`src/rtl/morse_decoder_fifo.sv`:
```
// morse_decoder_fifo: accumulates dot/dash pulses, decodes to ASCII on gaps, queues bytes in a show-ahead FIFO
//   clk, rst (async, active-low)
//   dot_inp, dash_inp, char_space_inp, word_space_inp : one-cycle key-timing pulses
//   sout/sout_valid/sout_ready : decoded byte stream with backpressure
//   fifo_count, busy, overflow : status
module morse_decoder_fifo #(
  parameter int         DEPTH       = 8,
  parameter int         MAX_SYMBOLS = 6,
  parameter logic [7:0] ERR_CHAR    = 8'h3F
) (
  input  logic                   clk,
  input  logic                   rst,
  input  logic                   dot_inp,
  input  logic                   dash_inp,
  input  logic                   char_space_inp,
  input  logic                   word_space_inp,
  output logic [7:0]             sout,
  output logic                   sout_valid,
  input  logic                   sout_ready,
  output logic [$clog2(DEPTH):0] fifo_count,
  output logic                   busy,
  output logic                   overflow
);
  localparam int AW = $clog2(DEPTH);
  localparam int CW = AW + 1;
  typedef enum logic {IDLE, PUSH_SPACE} state_t;
  state_t state, state_nx;
  logic [MAX_SYMBOLS-1:0] pat;
  logic [3:0] len;
  logic err;
  logic [7:0] mem [DEPTH];
  logic [AW-1:0] wp, rp;
  logic [7:0] last;
  logic sym, both, gap, pending, push, pop, wr;
  logic [7:0] dec, push_byte;
  // key is {length, pattern right-aligned}, dot=0, dash=1, first symbol most significant
  function automatic logic [7:0] decode(input logic [3:0] l, input logic [7:0] c);
    logic [7:0] d;
    case ({l, c})
      12'h201: d = 8'h41;
      12'h408: d = 8'h42;
      12'h40A: d = 8'h43;
      12'h304: d = 8'h44;
      12'h100: d = 8'h45;
      12'h402: d = 8'h46;
      12'h306: d = 8'h47;
      12'h400: d = 8'h48;
      12'h200: d = 8'h49;
      12'h407: d = 8'h4A;
      12'h305: d = 8'h4B;
      12'h404: d = 8'h4C;
      12'h203: d = 8'h4D;
      12'h202: d = 8'h4E;
      12'h307: d = 8'h4F;
      12'h406: d = 8'h50;
      12'h40D: d = 8'h51;
      12'h302: d = 8'h52;
      12'h300: d = 8'h53;
      12'h101: d = 8'h54;
      12'h301: d = 8'h55;
      12'h401: d = 8'h56;
      12'h303: d = 8'h57;
      12'h409: d = 8'h58;
      12'h40B: d = 8'h59;
      12'h40C: d = 8'h5A;
      12'h51F: d = 8'h30;
      12'h50F: d = 8'h31;
      12'h507: d = 8'h32;
      12'h503: d = 8'h33;
      12'h501: d = 8'h34;
      12'h500: d = 8'h35;
      12'h510: d = 8'h36;
      12'h518: d = 8'h37;
      12'h51C: d = 8'h38;
      12'h51E: d = 8'h39;
      12'h615: d = MAX_SYMBOLS >= 6 ? 8'h2E : ERR_CHAR;
      12'h633: d = MAX_SYMBOLS >= 6 ? 8'h2C : ERR_CHAR;
      12'h60C: d = MAX_SYMBOLS >= 6 ? 8'h3F : ERR_CHAR;
      default: d = ERR_CHAR;
    endcase
    return d;
  endfunction
  assign sym = dot_inp ^ dash_inp;
  assign both = dot_inp & dash_inp;
  assign busy = len != 4'd0;
  // a lone error (e.g. dot+dash collision) still owes the sink an ERR_CHAR
  assign pending = busy | err;
  assign gap = state == IDLE && (word_space_inp || char_space_inp);
  assign dec = err ? ERR_CHAR : decode(len, 8'(pat));
  always_comb begin
    state_nx = IDLE;
    push = 1'b0;
    push_byte = 8'h20;
    if (state == PUSH_SPACE) push = 1'b1;
    else if (word_space_inp) begin
      push = 1'b1;
      push_byte = pending ? dec : 8'h20;
      state_nx = pending ? PUSH_SPACE : IDLE;
    end else if (char_space_inp) begin
      push = pending;
      push_byte = dec;
    end
  end
  always_ff @(posedge clk or negedge rst)
    if (!rst) state <= IDLE;
    else state <= state_nx;
  // a symbol coinciding with a gap starts the next character
  always_ff @(posedge clk or negedge rst)
    if (!rst) begin
      pat <= '0;
      len <= 4'd0;
      err <= 1'b0;
    end else if (gap) begin
      pat <= {{(MAX_SYMBOLS-1){1'b0}}, dash_inp & ~dot_inp};
      len <= {3'b000, sym};
      err <= both;
    end else if (both) err <= 1'b1;
    else if (sym) begin
      if (len == 4'(MAX_SYMBOLS)) err <= 1'b1;
      else begin
        pat <= {pat[MAX_SYMBOLS-2:0], dash_inp};
        len <= len + 4'd1;
      end
    end
  assign sout_valid = fifo_count != '0;
  assign pop = sout_valid & sout_ready;
  // count never exceeds DEPTH, so its MSB alone means full
  assign wr = push & (~fifo_count[AW] | pop);
  assign sout = sout_valid ? mem[rp] : last;
  always_ff @(posedge clk)
    if (wr) mem[wp] <= push_byte;
  always_ff @(posedge clk or negedge rst)
    if (!rst) begin
      wp <= '0;
      rp <= '0;
      fifo_count <= '0;
      last <= 8'h00;
      overflow <= 1'b0;
    end else begin
      if (wr) wp <= wp + AW'(1);
      if (pop) begin
        rp <= rp + AW'(1);
        last <= mem[rp];
      end
      fifo_count <= wr && !pop ? fifo_count + CW'(1) : !wr && pop ? fifo_count - CW'(1) : fifo_count;
      if (push && !wr) overflow <= 1'b1;
    end
endmodule

```
`config.mk`:
```
export PLATFORM = sky130hd
export DESIGN_NAME = morse_decoder_fifo
export DESIGN_NICKNAME = d
export VERILOG_FILES = /design/src/rtl/morse_decoder_fifo.sv
export SDC_FILE = /design/constraint.sdc
export NUM_CORES = 1
export LEC_CHECK = 0
export CAP_MARGIN = 20
export CORE_MARGIN = 3
export CORE_UTILIZATION = 50
export DETAILED_ROUTE_END_ITERATION = 10
export PLACE_DENSITY = 0.78
export SETUP_SLACK_MARGIN = 0.1
export SYNTH_ARGS = -nofsm -noshare
export SYNTH_HDL_FRONTEND = slang
export SYNTH_SLANG_ARGS = --single-unit
```
`constraint.sdc`:
```
create_clock -name clk -period 8.7 [get_ports clk]
set_input_delay 0.87 -clock clk [delete_from_list [all_inputs] [get_ports clk]]
set_output_delay 0.87 -clock clk [all_outputs]
set_load 0.01 [all_outputs]
```
* Word level (Yosys, flattened, before mapping)
Memory sizes are Yosys's and may differ from the RTL's.
Cells that the tools add are included.
** Word-level totals
- Flip-flop bits (word level) :: 31
- Memory bits (writable) :: 64
- Bits of input ports :: 7
- Output and inout port bits :: 15
- Word-level logic and storage cells :: 110
- Memories :: 1
** Memories
- mem :: depth 8, width 8, read ports 1, clocked after Yosys merged registers in 0, wr ports 1, RTL line 31 : logic [7:0] mem [DEPTH];
** Cells by class
- $add $sub $neg :: 5
- Equality and inequality tests :: 41
- Multiplexer cells :: 29
- Bitwise logic cells :: 10
- Reductions and logical operators :: 15
** Operator list (number)
- 7-bit one-hot mux with 38 select lines :: 1
- 10-bit by 9-bit == test with 1-bit output, second input constant :: 24
- 10-bit by 8-bit == test with 1-bit output, second input constant :: 12
- 8-bit 2-to-1 mux :: 6
- 4-bit 2-to-1 mux :: 6
- 6-bit 2-to-1 mux :: 4
- 10-bit by 7-bit == test with 1-bit output, second input constant :: 2
- 1-bit 2-to-1 mux :: 12
- 4-bit by 1-bit adder with 4-bit output, second input constant :: 2
- 4-bit nonzero test :: 2
- 3-bit by 1-bit adder with 3-bit output, second input constant :: 2
- 3-bit nonzero test :: 2
- 1-bit bitwise AND :: 4
- 4-bit by 3-bit == test with 1-bit output, second input constant :: 1
- 1-bit logical AND :: 4
- 2-bit nonzero test :: 2
- 4-bit by 1-bit subtractor with 4-bit output, second input constant :: 1
- 1-bit inverter :: 3
- 3-bit AND reduction :: 1
- 1-bit zero test :: 2
- 2-bit by 1-bit inequality test with 1-bit output, second input constant :: 1
- 2-bit inequality test, second input constant :: 1
- 1-bit OR :: 2
- 2-bit AND reduction :: 1
- other kinds (2) :: 2

* Longest topological paths before layout
Gate-level depths: netlist of run 1.
- Depth in word-level cells :: 10
- Mapped depth :: 14
- Mapped depth without buffers :: 13

* Worst setup path before layout of run 1
OpenSTA, ideal clock, no wires.
- Kind :: flip-flop to flip-flop
- Start point :: register fifo_count[1]
- End point :: register fifo_count[3]
- Library setup time :: 0.128 ns
- Data arrival time :: 2.716 ns
- Data required time :: 8.572 ns
- Slack :: 5.855 ns
- Cell stages (with the launch flop) :: 13
- Buffers on the path :: 2
- Period minus slack after synthesis :: 2.845 ns
- Cell sequence :: dfrtp_1 or4_1 clkbuf_1 nand2_1 buf_2 ha_1 inv_1 ha_1 a21o_1 a21oi_1 xnor2_1 nor2_1 xor2_1
** On the way
- Longest elaborated chain between the ends :: 7
- Elaborated cells between the ends (all ways) :: 13
- Those cells by class :: add/sub: 2; mux: 2; bitwise: 3; reduce/logical: 6
** Ends and longest elaborated chain
- from (decl) :: RTL line 20 : output logic [$clog2(DEPTH):0] fifo_count,
- from (signal assigned) :: RTL line 145 : fifo_count <= wr && !pop ? fifo_count + CW'(1) : !wr && pop ? fifo_count - CW'(1) : fifo_count;
- 4-bit nonzero test :: RTL line 125 : assign sout_valid = fifo_count != '0;
- 1-bit bitwise AND :: RTL line 126 : assign pop = sout_valid & sout_ready;
- 1-bit OR :: RTL line 128 : assign wr = push & (~fifo_count[AW] | pop);
- 1-bit bitwise AND :: RTL line 128
- 1-bit zero test :: RTL line 145
- 1-bit logical AND :: RTL line 145
- 2-bit nonzero test (no source line)
Parallel ways exist; a longest one is shown, timed or not. The select of a mux whose other input is x is not followed.
A chain may end at the register's enable or synchronous reset.

* Final worst setup path of run 1
- Start point :: register rp[0]
- End point :: output sout[5]
** On the way
- Longest elaborated chain between the ends :: 2
** Ends and longest elaborated chain
- from (decl) :: RTL line 32 : logic [AW-1:0] wp, rp;
- from (signal assigned) :: RTL line 142 : rp <= rp + AW'(1);
- memory read 8 x 8 bit
- 8-bit 2-to-1 mux :: RTL line 129 : assign sout = sout_valid ? mem[rp] : last;
- to (decl) :: RTL line 17 : output logic [7:0] sout,
Every way passes these cells.

==> results of run 1 <==
power breakdown:
part / internal, W / switching (W)
clock: 0.000113 / 0.000139
combinational: 0.000314 / 0.000307
sequential: 0.000591 / 0.000110
total: 0.00102 / 0.000556
layer usage:
metal  GRT usage (%)  vias up
met4            5.49        0
met2            29.8       75
li1                -     1384
met3            3.81       14
met1            23.8     1403
met5               0        -
critical path, stage by stage (launching register included):
cell             delay [ns]
dfrtp_1                0.95
mux4_2                 0.61
mux2i_1                0.20
a21oi_1                0.10
clkdlybuf4s50_1        0.50
cells in the final DEF, fill, tap and decap left out, types with 3 or more instances in the layout:
cell and instances:
clkinv_4 4, o21ai_1 5, ha_1 12, mux4_2 14
xor2_1 3, nand3b_1 3, nor2b_1 4, nand2_1 30
edfxtp_1 56, mux2_2 4, mux2i_1 13, o22ai_1 3
a32oi_1 3, nor2_1 37, clkbuf_8 10, nor4_1 4
clkdlybuf4s50_1 20, a21o_1 3, dfrtp_1 30, nand4_1 4
and3_1 5, xnor2_1 9, o21ai_0 12, nand2b_1 10
nor3_1 5, a21oi_1 22, nand3_1 9, inv_1 9
area by class of cell:
class	count	area, um^2	share of cell area (%)
clock buffer	10	138	2.81
multi-input combinational	250	1890	38.5
clock inverter	6	47.5	0.971
timing repair buffer	23	223	4.55
inverter	10	37.5	0.767
tap	105	131	2.68
sequential	86	2430	49.7
sequential cells by signal, summed over array words and instances (netlist names):
name        flops
mem            56
last            7
pat             6
fifo_count      4
len             4
rp              3
wp              3
err             1
overflow        1
state           1
path summary, 6_finish.rpt:
path	start	endpoint	slack (ns)
min reg2reg	overflow$_DFFE_PN0P_	overflow$_DFFE_PN0P_	0.49
min	overflow$_DFFE_PN0P_	overflow$_DFFE_PN0P_	0.49
max reg2reg	fifo_count[0]$_DFFE_PN0P_	fifo_count[3]$_DFFE_PN0P_	5.37
min in group asynchronous	rst	fifo_count[0]$_DFFE_PN0P_	0.92
max	rp[0]$_DFFE_PN0P_	sout[5]	5.13
max in group asynchronous	rst	pat[3]$_DFFE_PN0P_	7.48
per-stage QoR:
| stage | hold WS [ns] | area [um^2] | util [%] | power, W |
|---|---|---|---|---|
| 4_1_cts | 0.492 | 4880 | 57.6 | 0.00159 |
| 5_1_grt | 0.510 | 4890 | 57.8 | 0.00170 |
| 2_1_floorplan | 0.448 | 4470 | - | 0.00112 |
| 3_5_place_dp | 0.470 | 4690 | 55.5 | 0.00134 |
| 6_report | 0.486 | 4890 | 57.8 | 0.00157 |
| 3_3_place_gp | 0.461 | 4690 | 55.5 | 0.00130 |
logic make-up after synthesis:
kind of cell	after synthesis	synth area share, %
compound gates	67	9.69
xor+xnor	12	2.35
fa+ha+maj	13	3.81
mux	32	11.3
flops	86	54.4
simple gates	125	15.0
buf+inv	34	3.36
other cells	1	0.0839
cell usage after synthesis (5+ instances only):
master,count,area share [%]
inv_1,9,0.76
ha_1,12,3.4
edfxtp_1,56,38
o21ai_1,5,0.56
nor2_1,37,3.1
nand3_1,9,1.0
buf_2,12,1.3
and3_1,5,0.70
dfrtp_1,30,17
nor3_1,5,0.56
o21ai_0,12,1.3
nand2_1,30,2.5
xnor2_1,9,1.8
clkbuf_1,8,0.67
a21oi_1,22,2.5
mux2i_1,13,2.9
nand2b_1,10,1.4
mux4_2,14,7.1
==> results.txt, run 1 <==
status = finished clean
initial core utilization = 52.8%
Synth Net Count = 390
WL met2 = 4040 um
met3 routed WL = 350 um
post-route clock skew = 0.0151 ns
Least-Margin Pin Slew = 0.918 ns
DRT met1 WL = 3670 um
via/cell ratio = 5.87
Ys Warns = 0
DR iter-0 viols = 251
Worst-Skew Late Latency = 0.35 ns
sequential fraction of the synthesis area = 54.4%
GPL Wtd Cong = 0.915
fill count = 673
final slew viol count = 0
die area = 10,100 um^2
hold path cells = 1
vias in the first global route = 2,871
ant diodes = 0
cts-stage hold buffer count = 0
worst min path class = reg2reg
final hold viol count = 0
Detailed Routing Iterations Pass 1 = 6
synthesized area per cell = 12.1 um^2
detailed placer's ending HPWL = 5890 um
nets = 400
number of distinct library cells after synthesis = 62
number of port buffers = 20
number of synthesized flops with an enable pin = 56
Final min period = 3.57 ns
non-filler cells, final = 490
Final WS setup = 5.13 ns
Area Growth Syn to Fin = 9.55%
total placed cells including tap cells = 472
Routed WL = 8190 um
Cells after Synth = 370
DRC viols = 0
FMAX = 0.280 GHz
crit end category = output port
max-cap violations = 0
startpoint types = register
fraction of layout cells with a size suffix above 1 = 13.2%
Register-to-Register Path Depth = 10
Async SR Flop Fraction = 34.9%
CTS root buffer = clkbuf_8
core area = 8460 um^2
static leakage = 1.82 nW
Final Cycle Share = 41.0%
final setup TNS = 0 ns
initial antenna violation count = 0
Rel. slew slack = 38.8%
die height = 101 um
Setup CP Type = reg2out
CTS buffer count = 9
crit path DAT = 2.70 ns
CTS resizes = 0
Overall Global Routing Usage = 17.9%
Rows = 33
largest net degree at the start of global routing = 31
unrepaired setup endpoints after global routing = false
Final setup viols = 0
highest metal used = met4
H-tree depth = 3
worst setup slack after placement = 5.29 ns
critical path fanouts, max = 16
die width = 101 um
Max Root-Sink Buffers = 2
GRT Residual Overflow = 0
clock sinks = 86
VDD IR max = 0.124 mV
WP data required = 7.83 ns
CTS tree = yes
postcts setup bufs = 0
Synth Cell Area = 4470 um^2
P per Cell Area = 322 nW/um^2
Most used DFF post-synth = edfxtp_1
Clk pin slew, worst setup/hold paths = 0.09 ns
total number of vias = 2,876
#FFs+latches synth = 86
I/O Pins = 22
post-detailed-route count of antenna-violating nets = 0
routed len/inst = 16.7 um
wire length of the first global-routing pass = 14,200 um
(Power assumes the default switching activity.)
==> run 2, diff against run 1 <==
==> constraint.sdc (replaced) <==
create_clock -name clk -period 3.6 [get_ports clk]
set_input_delay 0.36 -clock clk [delete_from_list [all_inputs] [get_ports clk]]
set_output_delay 0.36 -clock clk [all_outputs]
set_load 0.01 [all_outputs]
==> run 2 against run 1 <==
Against the previous run: first-iteration DRC count is 18% lower; largest power group unchanged; combinational power grew to 2.6 times the previous value; critical path depth is 9 higher; count of clock-buffer cells in the layout stayed put; global-route usage rose by 0.86 points.
==> results.txt, run 2 (synthesis results as in run 1) <==
CTS root buffer = clkbuf_8
Area Growth Syn to Fin = 10.5%
most frequent cells in the layout = 56 x edfxtp_1, 37 x nor2_1, 30 x nand2_1, 30 x dfrtp_1, 22 x a21oi_1
initial core utilization = 52.8% (unchanged)
Final setup viols = 0 (unchanged)
initial antenna violation count = 0 (unchanged)
GPL Wtd Cong = 0.897 (-1.9%)
delay of the slowest critical-path stage = 0.42 ns (-0.53 ns)
die height = 101 um (unchanged)
postcts setup bufs = 0 (unchanged)
Final WS setup = 0.623 ns (-4.51 ns)
vias in the first global route = 2,865 (-0.21%)
Clk pin slew, worst setup/hold paths = 0.09 ns (about the same)
crit-path leading delay family = adder cells
crit-path cells = inv_1 -> ha_1 -> nand3b_1 -> a211oi_1 -> a21oi_1 -> ha_1 -> inv_1 -> ha_1 -> a21o_1 -> a21oi_1 -> xnor2_1 -> nor2_1 -> xor2_1
Routed WL = 8900 um (+8.7%)
final hold viol count = 0 (unchanged)
cts-stage hold buffer count = 0 (unchanged)
routed len/inst = 18.1 um (+8.0%)
final setup TNS = 0 ns (unchanged)
Rel. slew slack = 44.6% (+5.8 points)
nets = 403 (+0.75%)
DRC viols = 0 (unchanged)
via/cell ratio = 6.00 (+2.3%)
static leakage = 1.85 nW (+1.2%)
CTS tree = yes
CP most frequent cell = ha_1
fraction of layout cells with a size suffix above 1 = 13.9% (+0.67 points)
status = finished clean
largest net degree at the start of global routing = 31 (unchanged)
post-detailed-route count of antenna-violating nets = 0 (unchanged)
wire length of the first global-routing pass = 14,700 um (+3.6%)
CTS buffer count = 9 (unchanged)
die width = 101 um (unchanged)
Setup CP Type = reg2reg
H-tree depth = 3 (unchanged)
clock sinks = 86 (unchanged)
Bufs and invs on worst path = 2 (+1)
crit path DAT = 3.22 ns (+0.52 ns)
worst setup slack after placement = 0.646 ns (-4.64 ns)
detailed placer's ending HPWL = 6160 um (+4.6%)
max-cap violations = 0 (unchanged)
Max Root-Sink Buffers = 2 (unchanged)
number of port buffers = 20 (unchanged)
I/O Pins = 22 (unchanged)
WP data required = 3.85 ns (-3.98 ns)
core area = 8460 um^2 (unchanged)
Rows = 33 (unchanged)
FMAX = 0.336 GHz
final slew viol count = 0 (unchanged)
post-route clock skew = 0.0185 ns (+0.00341 ns)
P per Cell Area = 796 nW/um^2 (+150%)
crit end category = register
ant diodes = 0 (unchanged)
Min Hold Slack = 0.386 ns (-0.0997 ns)
VDD IR max = 0.288 mV (+130%)
critical path fanouts, max = 10 (-6)
Final Cycle Share = 82.7%
Largest regs = mem: 56 flops, last: 7 flops, pat: 6 flops
die area = 10,100 um^2 (unchanged)
startpoint types = register
Least-Margin Pin Slew = 0.828 ns (-0.0900 ns)
Top reg by flops = mem
Final min period = 2.98 ns
Overall Global Routing Usage = 18.8% (+0.86 points)
slowest cell on the critical path = dfrtp_1
CTS resizes = 0 (unchanged)
Detailed Routing Iterations Pass 1 = 6 (unchanged)
total number of vias = 2,960 (+2.9%)
Worst-Skew Late Latency = 0.35 ns (about the same)
Largest register FFs = 56 (unchanged)
GRT Residual Overflow = 0 (unchanged)
commonest non-fill, non-tap cell in the layout = edfxtp_1
DR iter-0 viols = 205 (-18%)
unrepaired setup endpoints after global routing = false
worst min path class = in2async
run 2: layer usage:
layer	vias to the layer above	global-route usage [%]	wire [um]
li1	1388	-	-
met1	1450	23.8	3770
met2	97	31.8	4480
met3	25	3.81	441
met4	0	7.36	213
met5	-	0	0
run 2: power by group:
| part | internal [W] | switching, W | total (W) |
|---|---|---|---|
| logic | 0.000773 | 0.000819 | 0.00159 |
| registers | 0.00143 | 0.000216 | 0.00165 |
| clock network | 0.000343 | 0.000350 | 0.000693 |
run 2: worst paths after layout:
check	from	end	slack, ns	depth (start not counted)
worst max-delay path	len[0]$_DFFE_PN0P_	fifo_count[3]$_DFFE_PN0P_	0.62	13
worst min-delay path	rst	last[0]$_DFFE_PN0P_	0.39	2
worst max register to register	len[0]$_DFFE_PN0P_	fifo_count[3]$_DFFE_PN0P_	0.62	13
worst min register to register	overflow$_DFFE_PN0P_	overflow$_DFFE_PN0P_	0.48	1
max in group asynchronous	rst	pat[3]$_DFFE_PN0P_	2.91	2
min in group clk	overflow$_DFFE_PN0P_	overflow$_DFFE_PN0P_	0.48	1
run 2: final cells by class:
cell class | instances | area [um^2]
multi-input combinational | 250 | 1890
clock inverter | 6 | 67.6
fill | 652 | 3530
clock buffer | 10 | 138
sequential | 86 | 2430
tap | 105 | 131
inverter | 10 | 37.5
timing repair buffer | 26 | 245
run 2: through the flow:
step                total power, W  instance area, um^2  instances  utilization, %
floorplan                  0.00270                 4470        370               -
global placement           0.00318                 4730        477            55.9
detailed placement         0.00327                 4730        477            55.9
CTS                        0.00397                 4940        493            58.3
global route               0.00418                 4940        493            58.3
finish                     0.00393                 4940        493            58.3
